[src/rtl/sb_rmw.sv]
// Store unit that turns byte stores into a read-modify-write of the containing
// big-endian 32-bit word; word stores go straight to a single write.
module sb_rmw (
  input  logic        clk,
  input  logic        rst_n,
  input  logic        req,
  input  logic        sbsel,
  input  logic [31:0] addr,
  input  logic [31:0] wdata,
  input  logic [31:0] mem_rdata,
  output logic [29:0] mem_addr,
  output logic        mem_re,
  output logic        mem_we,
  output logic [31:0] mem_wdata,
  output logic        busy,
  output logic        done
);

  typedef enum logic [2:0] {
    IDLE = 3'd0,
    RD   = 3'd1,
    MRG  = 3'd2,
    WR   = 3'd3,
    DONE = 3'd4
  } state_t;

  state_t      state_reg;
  state_t      state_next;
  logic [1:0]  lane_reg;
  logic [1:0]  lane_next;
  logic [7:0]  byte_reg;
  logic [7:0]  byte_next;
  logic [29:0] mem_addr_next;
  logic [31:0] mem_wdata_next;
  logic        mem_re_next;
  logic        mem_we_next;
  logic        busy_next;
  logic        done_next;
  logic [31:0] merged;

  // Big-endian lane map: address offset 0 owns the most significant byte.
  generate
    for (genvar gi = 0; gi < 4; gi++) begin : g_lane
      localparam logic [1:0] LANE_SEL = 2'(3 - gi);
      assign merged[gi*8 +: 8] = (lane_reg == LANE_SEL) ? byte_reg
                                                         : mem_rdata[gi*8 +: 8];
    end
  endgenerate

  always_ff @(posedge clk or negedge rst_n) begin
    if (!rst_n) begin
      state_reg <= IDLE;
      lane_reg  <= 2'b00;
      byte_reg  <= 8'h00;
      mem_addr  <= 30'd0;
      mem_wdata <= 32'd0;
      mem_re    <= 1'b0;
      mem_we    <= 1'b0;
      busy      <= 1'b0;
      done      <= 1'b0;
    end else begin
      state_reg <= state_next;
      lane_reg  <= lane_next;
      byte_reg  <= byte_next;
      mem_addr  <= mem_addr_next;
      mem_wdata <= mem_wdata_next;
      mem_re    <= mem_re_next;
      mem_we    <= mem_we_next;
      busy      <= busy_next;
      done      <= done_next;
    end
  end

  always_comb begin
    state_next     = state_reg;
    lane_next      = lane_reg;
    byte_next      = byte_reg;
    mem_addr_next  = mem_addr;
    mem_wdata_next = mem_wdata;

    case (state_reg)
      IDLE, DONE: begin
        if (req) begin
          mem_addr_next = addr[31:2];
          lane_next     = addr[1:0];
          byte_next     = wdata[7:0];
          // The chosen path itself records the store size.
          if (sbsel) begin
            state_next = RD;
          end else begin
            state_next     = WR;
            mem_wdata_next = wdata;
          end
        end else begin
          state_next = IDLE;
        end
      end
      RD:  state_next = MRG;
      MRG: begin
        mem_wdata_next = merged;
        state_next     = WR;
      end
      WR:      state_next = DONE;
      default: state_next = IDLE;
    endcase

    // Outputs are decoded from the next state so they register with it.
    mem_re_next = (state_next == RD);
    mem_we_next = (state_next == WR);
    busy_next   = (state_next == RD) || (state_next == MRG) || (state_next == WR);
    done_next   = (state_next == DONE);
  end

endmodule

[config.mk]
export PLATFORM = sky130hd
export DESIGN_NAME = sb_rmw
export DESIGN_NICKNAME = d
export VERILOG_FILES = /design/src/rtl/sb_rmw.sv
export SDC_FILE = /design/constraint.sdc
export NUM_CORES = 1
export LEC_CHECK = 0
export ABC_CLOCK_PERIOD_IN_PS = 3800
export CAP_MARGIN = 25
export CORE_ASPECT_RATIO = 0.8
export CORE_UTILIZATION = 45
export CTS_CLUSTER_SIZE = 25
export DETAILED_ROUTE_END_ITERATION = 6
export PLACE_DENSITY = 0.82
export SYNTH_ARGS = -nofsm -noshare
export SYNTH_HDL_FRONTEND = slang
export SYNTH_SLANG_ARGS = --single-unit
[constraint.sdc]
create_clock -name clk -period 3.8 [get_ports clk]
set_clock_uncertainty 0.05 [all_clocks]
set_input_delay 0.57 -clock clk [delete_from_list [all_inputs] [get_ports clk]]
set_output_delay 0.57 -clock clk [all_outputs]
set_load 0.05 [all_outputs]
After elaboration in Yosys (flattened, before gate mapping)
Index checks and enable logic that the tools add are counted.

storage, ports and cells
  ROM bits = 0
  register bits after elaboration = 79
  memories = 0
  latch bits = 0
  memory bits (writable) = 0

cells by class
  shift-type cells = 0
  bitwise gates (word level) = 0
  reduce and logical (&&, ||, !) cells = 8
  $add $sub $neg = 0
  divide/modulo/power cells = 0
  eq/ne operators = 13
  $lt $le $gt $ge = 0
  multipliers = 0
  mux-type cells = 10

operators by type and width
  cell                number
  $mux 32             2
  $pmux 32 s2         1
  $mux 8              4
  $eq 3x2->1 const B  4
  $pmux 3 s4          1
  $eq 3x1->1 const B  2
  $eq 3x3->1 const B  2
  $eq 2x2->1 const B  2
  $ne 2x2->1 const B  2
  $logic_not 3->1     1
  $mux 3              1
  $reduce_and 3->1    1
  $eq 2x1->1 const B  1
  $logic_not 2->1     1
  $logic_or 1x1->1    2
  $mux 2              1
  $reduce_and 2->1    1
  $reduce_bool 2->1   1
  $reduce_or 2->1     1

Logic depth before layout (Yosys ltp)
Gate-level depths: netlist (run 1).

  depth after elaboration = 6
  mapped depth = 6

Least setup slack after synthesis (run 1)
No wires, ideal clock.

  kind = input to register
  start = in sbsel
  end = reg mem_wdata[20]
  cell stages on the path = 5
  arrival = 1.593 ns
  slack = 2.064 ns
  buffers on the path = 2
  required time = 3.656 ns
  path through = or3b_1 a21o_1 buf_6 buf_6 a221oi_2

on the way
  cells in the longest elaborated chain, start to end = 2

RTL lines
  element                     RTL line  text
  start: declaration          7         input logic sbsel,
  $ne 2x2->1 (no line)        --
  $reduce_and 3->1 (no line)  --
  end signal: assignment      66        mem_wdata <= mem_wdata_next;
  end: declaration            14        output logic [31:0] mem_wdata,

Every way passes these cells.
A chain may end at the register's enable or synchronous reset.

Worst setup path after layout (run 1)
  start = in req
  end = reg mem_wdata[28]

on the way
  cells in the longest elaborated chain, start to end = 2

RTL lines
  element                     RTL line  text
  start: declaration          6         input logic req,
  $ne 2x2->1 (no line)        --
  $reduce_and 3->1 (no line)  --

Every way passes these cells.

==> results.tsv, run 1 <==
metric	value	unit
fin_util	71.54	%
dp.cells	544	
synth_top_area_share	53.74	%
placed_area	0.005424	sq mm
die_y	82.87	um
syn_area_per_cell	12.91	sq um
cts_root_buf	clkbuf_8	
synth_compound_area_share	12.82	%
seq_area	0.001977	sq mm
grt_max_degree	80	
start_kind	primary input	
synth_top_family_by_area	multiplexers	
slew_viol_final	0	
coreArea	0.007910	sq mm
postCtsSetupBuffers	0	
finalHoldViolations	0	
rows	29	
io_buffers	165	
dr.pass1.iters	6	
ys.flop_type	dfrtp_1	
postRouteAntennaNets	0	
gp_congestion	0.7397	
ys_seq_elements	79	
async_flop_share	100.0	%
ys_seq_area_share	53.74	%
synthToLayoutAreaGrowth	53.84	%
synth_edf_count	0	
wl_per_cell	18.17	um
grt_pass1_vias	3236	
rsz0062_at_grt	no	
synthAdderAreaFrac	0	%
cts_buffers	9	
finalSetupTns	0	ns
via_count	2910	
synth-simple-area-share	5.850	%
fillers	585	
syn_area	0.003679	sq mm
vdd_drop_max	0.0005868	V
antenna_found_initial	0	
viasPerCell	5.178	
yosysMostFrequentCell	dfrtp_1	
drtIter0Drc	95	
multiInputGateArea	0.001473	sq mm
overflow	0	
pwr_density_cell	1008	mW/mm^2
maxSlewHeadroom	32.66	%
critPathCaptureType	flop	
fin_ws	1.588	ns
clk_latency	0.35	ns
nets	549	
tightest_slew	1.010	ns
largest_reg_flops	32	
finalCriticalPeriod	2.212	ns
die_x	103.1	um
synth_area_leaders	dfrtp_1 (54%), mux2_2 (12%), a221oi_2 (11%)	
path_class	in2reg	
design_area	0.005659	sq mm
track_usage	25.49	%
leakagePower	2.502	nW
syn_inst	285	
pre_cts_ws	1.198	ns
timing.hold.ws	0.4637	ns
yosysWarnings	0	
synth_common_cells	dfrtp_1 (79), mux2_2 (40), nor2_1 (36)	
stdcell_count	562	
cts.htree.levels	3	
post-synth-top-area-cell	dfrtp_1	
setup_viol	0	
io_pins	166	
arrival	2.41	ns
synthMuxAreaShare	20.95	%
critPathRequiredTime	4.00	ns
routed_wl	10.21	mm
fin_crit_sh	58.22	%
hold_class	reg2reg	
crit_fanout	34	
status	finished, final reports clean	
finalPower	5.703	mW
clock-sinks	79	
clkTransAtPathRegs	0.08	ns
grt_pass1_wl	16.32	mm
diodes	0	
synth_cell_type_count	22	
dieArea	0.008542	sq mm
initial_core_util	46.50	%
cts_tree	built	
synth_fp_nets	385	
clock.fmax	452.0	MHz
drc_errors	0	
drive_above_1_share	20.93	%
synth-xor-area-share	0	%
max_cap_viol_count	0	
dpl.hpwl	7.399	mm
cts_buffer_depth	2	
==> cells in the final DEF, fill, tap and decap left out, types with 2 or more instances in the layout <==
| cell type | count |
|---|---|
| nand2_1 | 3 |
| clkbuf_8 | 9 |
| nor2_1 | 35 |
| clkdlybuf4s50_1 | 164 |
| clkinvlp_4 | 4 |
| buf_4 | 3 |
| a221oi_2 | 28 |
| mux2i_1 | 32 |
| mux2_2 | 40 |
| nand2b_1 | 3 |
| buf_16 | 2 |
| a221oi_1 | 4 |
| inv_1 | 34 |
| dfrtp_1 | 79 |
==> layout make-up <==
class | instances | area share, %
Sequential cell | 79 | 34.93
Timing Repair Buffer | 171 | 30.91
Multi-Input combinational cell | 154 | 26.02
Tap cell | 108 | 2.388
Inverter | 34 | 2.255
Clock buffer | 9 | 2.189
Clock inverter | 7 | 1.304
==> metal layers <==
layer	wire length (um)	global-route usage (%)
met5	0	0
met4	223	8.451
met3	899	9.596
met2	4985	41.52
met1	4103	30.94
==> critical path, cell delays in order <==
cell and delay, ns:
clkdlybuf4s50_1 0.50, or3b_1 0.36, a21o_2 0.55, a221oi_1 0.43
==> timing repair <==
action                    4_1_cts  5_1_grt
hold endpoints to repair        0        7
hold buffers                    0        1
resized for setup               0        0
==> report_power, final <==
part | leakage (nW) | switching (mW) | internal [mW]
logic | 1.50 | 2.12 | 1.37
clock network | 0.0875 | 0.323 | 0.303
registers | 0.915 | 0.316 | 1.27
total | 2.50 | 2.76 | 2.94
==> worst paths after layout <==
| path | startpoint | end | slack, ns | cells after the start |
|---|---|---|---|---|
| worst max-delay path | req | mem_wdata[28]$_DFFE_PN0P_ | 1.59 | 4 |
| worst min-delay path | mem_addr[13]$_DFFE_PN0P_ | mem_addr[13]$_DFFE_PN0P_ | 0.46 | 1 |
| worst max register to register | state_reg[0]$_DFF_PN0_ | mem_wdata[24]$_DFFE_PN0P_ | 1.80 | 4 |
| worst min register to register | mem_addr[13]$_DFFE_PN0P_ | mem_addr[13]$_DFFE_PN0P_ | 0.46 | 1 |
| max in group asynchronous | rst_n | mem_wdata[6]$_DFFE_PN0P_ | 2.62 | 3 |
| min in group asynchronous | rst_n | mem_wdata[25]$_DFFE_PN0P_ | 0.52 | 2 |
==> kinds of logic after synthesis <==
logic type,Yosys count
buffers and inverters,52
AOI/OAI and AO/OA,34
muxes,72
and+or+nand+nor,48
DFF,79
No activity file was read; power rests on OpenSTA's default activity.
==> run 2, diff against run 1 <==
==> config.mk (replaced) <==
export PLATFORM = sky130hd
export DESIGN_NAME = sb_rmw
export DESIGN_NICKNAME = d
export VERILOG_FILES = /design/src/rtl/sb_rmw.sv
export SDC_FILE = /design/constraint.sdc
export NUM_CORES = 1
export LEC_CHECK = 0
export ABC_CLOCK_PERIOD_IN_PS = 2100
export CAP_MARGIN = 25
export CORE_ASPECT_RATIO = 0.8
export CORE_UTILIZATION = 42
export CTS_CLUSTER_SIZE = 25
export DETAILED_ROUTE_END_ITERATION = 6
export PLACE_DENSITY = 0.77
export SYNTH_ARGS = -nofsm -noshare
export SYNTH_HDL_FRONTEND = slang
export SYNTH_SLANG_ARGS = --single-unit
==> constraint.sdc (replaced) <==
create_clock -name clk -period 2.1 [get_ports clk]
set_clock_uncertainty 0.05 [all_clocks]
set_input_delay 0.315 -clock clk [delete_from_list [all_inputs] [get_ports clk]]
set_output_delay 0.315 -clock clk [all_outputs]
set_load 0.05 [all_outputs]
==> results.tsv, run 2 (synthesis gave the netlist of run 1 again) <==
metric	value	unit	change
antenna_found_initial	0		unchanged
crit_chain	clkdlybuf4s50_1		
p_clk_share	12.3	%	+1.3 points
dpl.hpwl	7.228	mm	-2.3%
cp_top_family	buffers and inverters		
critPathMaxStageDelay	0.83	ns	+0.28 ns
die_y	85.71	um	+3.4%
wl_per_cell	17.83	um	-1.9%
critPathCaptureType	output pin		
worst_path_max_delay_cell	clkdlybuf4s50_1		
timing.hold.ws	0.3726	ns	-0.09109 ns
pwr-share-seq	27.0	%	-0.8 points
worst-path-buf-inv	1		unchanged
finalSetupTns	0	ns	unchanged
placed_area	0.005494	sq mm	+1.3%
overflow	0		unchanged
clock.fmax	515.5	MHz	
fin_crit_sh	92.37	%	
final_common_cell	clkdlybuf4s50_1		
initial_core_util	43.36	%	-3.1 points
drive_above_1_share	21.27	%	+0.35 points
io_buffers	165		unchanged
vdd_drop_max	0.001020	V	+74%
finalHoldViolations	0		unchanged
status	finished, final reports clean		
maxSlewHeadroom	60.54	%	+28 points
power.internal	5.580	mW	+90%
postCtsSetupBuffers	0		unchanged
fillers	673		+15%
start_kind	flop		
postRouteAntennaNets	0		unchanged
final_cell_mix	clkdlybuf4s50_1 (164), dfrtp_1 (79), mux2_2 (40)		
dieArea	0.009139	sq mm	+7.0%
postCtsHoldBufs	1		+1
clkTransAtPathRegs	0.09	ns	about the same
rsz0062_at_grt	no		
arrival	1.57	ns	-0.84 ns
cts_buffers	9		unchanged
crit_fanout	2		-94%
cts_root_buf	clkbuf_8		
design_area	0.005736	sq mm	+1.3%
io_pins	166		unchanged
pre_cts_ws	0.009869	ns	-1.188 ns
critPathRequiredTime	1.74	ns	-2.26 ns
fin_ws	0.1602	ns	-1.427 ns
cts_tree	built		
leakagePower	2.544	nW	+1.7%
drc_errors	0		unchanged
cts.htree.levels	3		unchanged
dr.pass1.iters	4		-2
diodes	0		unchanged
nets	551		+0.36%
rows	30		+3.4%
clk_latency	0.36	ns	about the same
track_usage	23.28	%	-2.2 points
cts_buffer_depth	2		unchanged
die_x	106.6	um	+3.4%
largest_reg_flops	32		unchanged
slew_viol_final	0		unchanged
tightest_slew	0.5919	ns	-0.4182 ns
routed_wl	10.13	mm	-0.84%
path_class	reg2out		
swShare	47.31	%	-1.1 points
finalPower	10.59	mW	+86%
p_switching	5.010	mW	+82%
dp.cells	551		+1.3%
fin_util	67.61	%	-3.9 points
finalCriticalPeriod	1.940	ns	
grt_max_degree	52		-35%
combPwrFrac	60.7	%	-0.5 points
coreArea	0.008483	sq mm	+7.2%
setup_viol	0		unchanged
synthToLayoutAreaGrowth	55.92	%	
grt_pass1_vias	2997		-7.4%
max_cap_viol_count	0		unchanged
pwr_density_cell	1846	mW/mm^2	+83%
via_count	2883		-0.93%
cts.repair.resized	0		unchanged
drtIter0Drc	69		-27%
grt_pass1_wl	15.92	mm	-2.5%
stdcell_count	568		+1.1%
clock-sinks	79		unchanged
hold_class	in2async		
gp_congestion	0.7749		+4.8%
viasPerCell	5.076		-2.0%
run 2: cell count changes in the layout (fill, tap and decap cells not counted):
cell and delta:
buf_12 +5, clkbuf_8 +1, buf_16 -2, clkinvlp_4 -3, clkinv_4 +2, bufinv_16 +1, buf_4 -1, clkinv_2 -1
run 2: path summary, 6_finish.rpt:
kind / start / to / slack (ns) / cells past startpoint
setup reg to reg: state_reg[1]$_DFF_PN0_ / mem_wdata[31]$_DFFE_PN0P_ / 0.32 / 4
max in group asynchronous: rst_n / mem_addr[24]$_DFFE_PN0P_ / 1.02 / 3
min in group clk: mem_addr[2]$_DFFE_PN0P_ / mem_addr[2]$_DFFE_PN0P_ / 0.46 / 1
hold / removal: rst_n / mem_wdata[13]$_DFFE_PN0P_ / 0.37 / 2
setup / recovery: mem_wdata[25]$_DFFE_PN0P_ / mem_wdata[25] / 0.16 / 1
hold reg to reg: mem_addr[2]$_DFFE_PN0P_ / mem_addr[2]$_DFFE_PN0P_ / 0.46 / 1
run 2: layout make-up:
class | instances | area [sq um] | share of cell area, %
clock inverters | 6 | 93.84 | 1.636
multi-input cells | 154 | 1473 | 25.68
repair buffers | 173 | 1787 | 31.15
flip-flops and latches | 79 | 1977 | 34.47
inverters | 34 | 127.6 | 2.225
clock buffers | 10 | 137.6 | 2.400
well taps | 112 | 140.1 | 2.443
run 2: power groups by stage:
stage	clock network (mW)	logic, mW	registers, mW
final	1.30	6.42	2.86
after floorplan	0	2.26	4.96
after CTS	1.33	6.46	2.87
after global routing	1.38	6.73	2.97
after detailed placement	0	6.45	2.90
after global placement	0	6.35	2.86
run 2: metal layers:
| metal | GRT usage, % | wire length, um | share of wire, % | vias to the layer above |
|---|---|---|---|---|
| met5 | 0 | 0 | 0 | - |
| li1 | - | - | - | 1325 |
| met2 | 35.54 | 4523 | 45 | 126 |
| met4 | 6.974 | 138 | 1.4 | 0 |
| met3 | 8.131 | 901 | 8.9 | 14 |
| met1 | 31.36 | 4562 | 45 | 1418 |
run 2: worst register-to-register path: cells and delay by family, from the launching register on:
family / cells / cell delay (ns)
simple gates: 1 / 0.39
buf+inv: 1 / 0.17
flops: 1 / 0.46
compound gates: 2 / 0.60
==> edit (settings of run 2) <==
`byte_reg` no longer has a reset.
--- a/src/rtl/sb_rmw.sv
+++ b/src/rtl/sb_rmw.sv
@@ -52,5 +52,4 @@
       state_reg <= IDLE;
       lane_reg  <= 2'b00;
-      byte_reg  <= 8'h00;
       mem_addr  <= 30'd0;
       mem_wdata <= 32'd0;
@@ -62,5 +61,4 @@
       state_reg <= state_next;
       lane_reg  <= lane_next;
-      byte_reg  <= byte_next;
       mem_addr  <= mem_addr_next;
       mem_wdata <= mem_wdata_next;
@@ -70,4 +68,8 @@
       done      <= done_next;
     end
+  end
+
+  always_ff @(posedge clk) begin
+    byte_reg <= byte_next;
   end
 
Behaviour: same outputs for any inputs over 10 cycles, from zero or initial values and one cycle with rst_n low; that may be too few to reach the edited logic, so the function may still have changed.
==> edit against run 2 <==
  * Die area fell by 1.5%
  * Cell count fell by 1.9%
  * Synthesized area fell by 1.5%
  * Register-to-register slack improved by 110 ps
  * Wire length fell by 4.0%
  * Power fell by 4.1%
  * Combinational power fell by 3.3%
  * Sequential power fell by 5%
  * Worst setup slack improved by 25 ps
  * Sequential cell count did not move
  * Count of clock-buffer cells in the layout rose by 3
  * Cell area fell by 1.4%
  * Sequential share of layout area rose by 1.2 points
  * Critical path type unchanged
  * Critical endpoint is now mem_wdata[0]
==> edit: results (changes against run 2) <==
status finished, final reports clean; clock root buffer sky130_fd_sc_hd__clkbuf_8; number of synthesized flops with an enable pin 8 (+8); static leakage 2.49 nW (-2.2%); register bit count reported by yosys 79 (unchanged); placer congestion estimate 0.755 (-2.5%); FF-to-FF Start state_reg[1]; Area contributors post-synth sky130_fd_sc_hd__dfrtp_1 49%, sky130_fd_sc_hd__a221oi_2 12%, sky130_fd_sc_hd__mux2_2 9.9%; post-CTS repair timing setup buffer count 0 (unchanged); sequential fraction of the synthesis area 0.557 (+0.0194); terminus of the critical flop-to-flop path mem_wdata[14]; endpoint of the most critical setup path mem_wdata[0]; average cell area after synthesis 13.1 µm² (+1.7%); total length of routed wires 9720 µm (-4.0%); asr flop ratio synth 0.899 (-0.101); first-pass iteration count of the detailed router 4 (unchanged); number of CTS-inserted buffers 9 (unchanged); Total Power Consumption 10.2 mW (-4.1%); shortest clock period the worst path allows after layout 1920 ps (-24.7 ps); clk slew on worst S/H paths 80 ps; Post-DP HPWL 7220 µm (-0.14%); net switching share of the total power 0.466 (-0.00688); number of DRC markers after the initial detailed-route iteration 64 (-7.2%); max reg flops 32 (unchanged); net count after synthesis 376 (-2.3%); number of diodes 0 (unchanged); share of cells above drive strength 1 0.194 (-0.0190); fill cell count 632 (-6.1%); Post-Layout Cell Count 557 (-1.9%); post-route worst hold slack 444 ps (+70.9 ps); top cell types by occurrence after synthesis 71 x sky130_fd_sc_hd__dfrtp_1, 36 x sky130_fd_sc_hd__nor2_1, 34 x sky130_fd_sc_hd__inv_1, 32 x sky130_fd_sc_hd__mux2_2, 32 x sky130_fd_sc_hd__mux2i_1; launching element of the worst setup path mem_wdata[0]; Compound-Gate Fraction of Synth Area 0.130 (+0.00199); Power Sequential 2.72 mW (-5%); combinational cell fraction of total power 0.611 (+0.004); GRT Resource Usage Total 0.228 (-0.00479); post_cts resized 0 (unchanged); most used flip-flop cell after synthesis sky130_fd_sc_hd__dfrtp_1; first-pass GRT wire length 15600 µm (-2.0%); max-slew headroom at the worst pin 0.596 (-0.00897); worst setup slack after placement 66.2 ps (+56.3 ps); Worst EP arrival 1550 ps (-20 ps); minimum setup slack among reg-to-reg paths 430 ps (+110 ps); via count 2763 (-4.2%); largest net degree at the start of global routing 44 (-15%); multiplexer area fraction after synthesis 0.188 (-0.0216); path class of the lowest-slack min-delay path input pin to async pin; highest ir drop seen on vdd 0.00122 V (+20%); Post-Place Cells 540 (-2.0%); Worst Path Max Fanout 2 (unchanged); Area after DPL 5430 µm² (-1.2%); Distinct cells, synth 24 (+9.1%); insertion delay of the later-clocked pin in the worst-skew pair 340 ps (-20 ps); vias in the first global route 2961 (-1.2%)
[edit: changes by cell type in the layout (fill, tap and decap cells not counted), moves of 2 or more]
cell	change
sky130_fd_sc_hd__buf_4	+2
sky130_fd_sc_hd__clkbuf_1	+3
sky130_fd_sc_hd__clkinv_4	-3
sky130_fd_sc_hd__dfrtp_1	-8
sky130_fd_sc_hd__edfxtp_1	+8
sky130_fd_sc_hd__mux2_2	-8
[edit: final cells by class]
type / count / area [µm²] / area share
clock buffer: 13 / 149 / 0.0263
clock inverter: 3 / 67.6 / 0.0119
inverter: 34 / 128 / 0.0226
multi-input combinational: 146 / 1380 / 0.244
sequential: 79 / 2020 / 0.357
tap: 108 / 135 / 0.0239
timing repair buffer: 174 / 1780 / 0.315
[edit: metal layers]
layer / vias to the layer above / GRT usage / routed length [µm]
li1: 1304 / - / -
met1: 1330 / 0.306 / 4300
met2: 124 / 0.368 / 4510
met3: 5 / 0.0707 / 866
met4: 0 / 0.0455 / 39
met5: - / 0 / 0
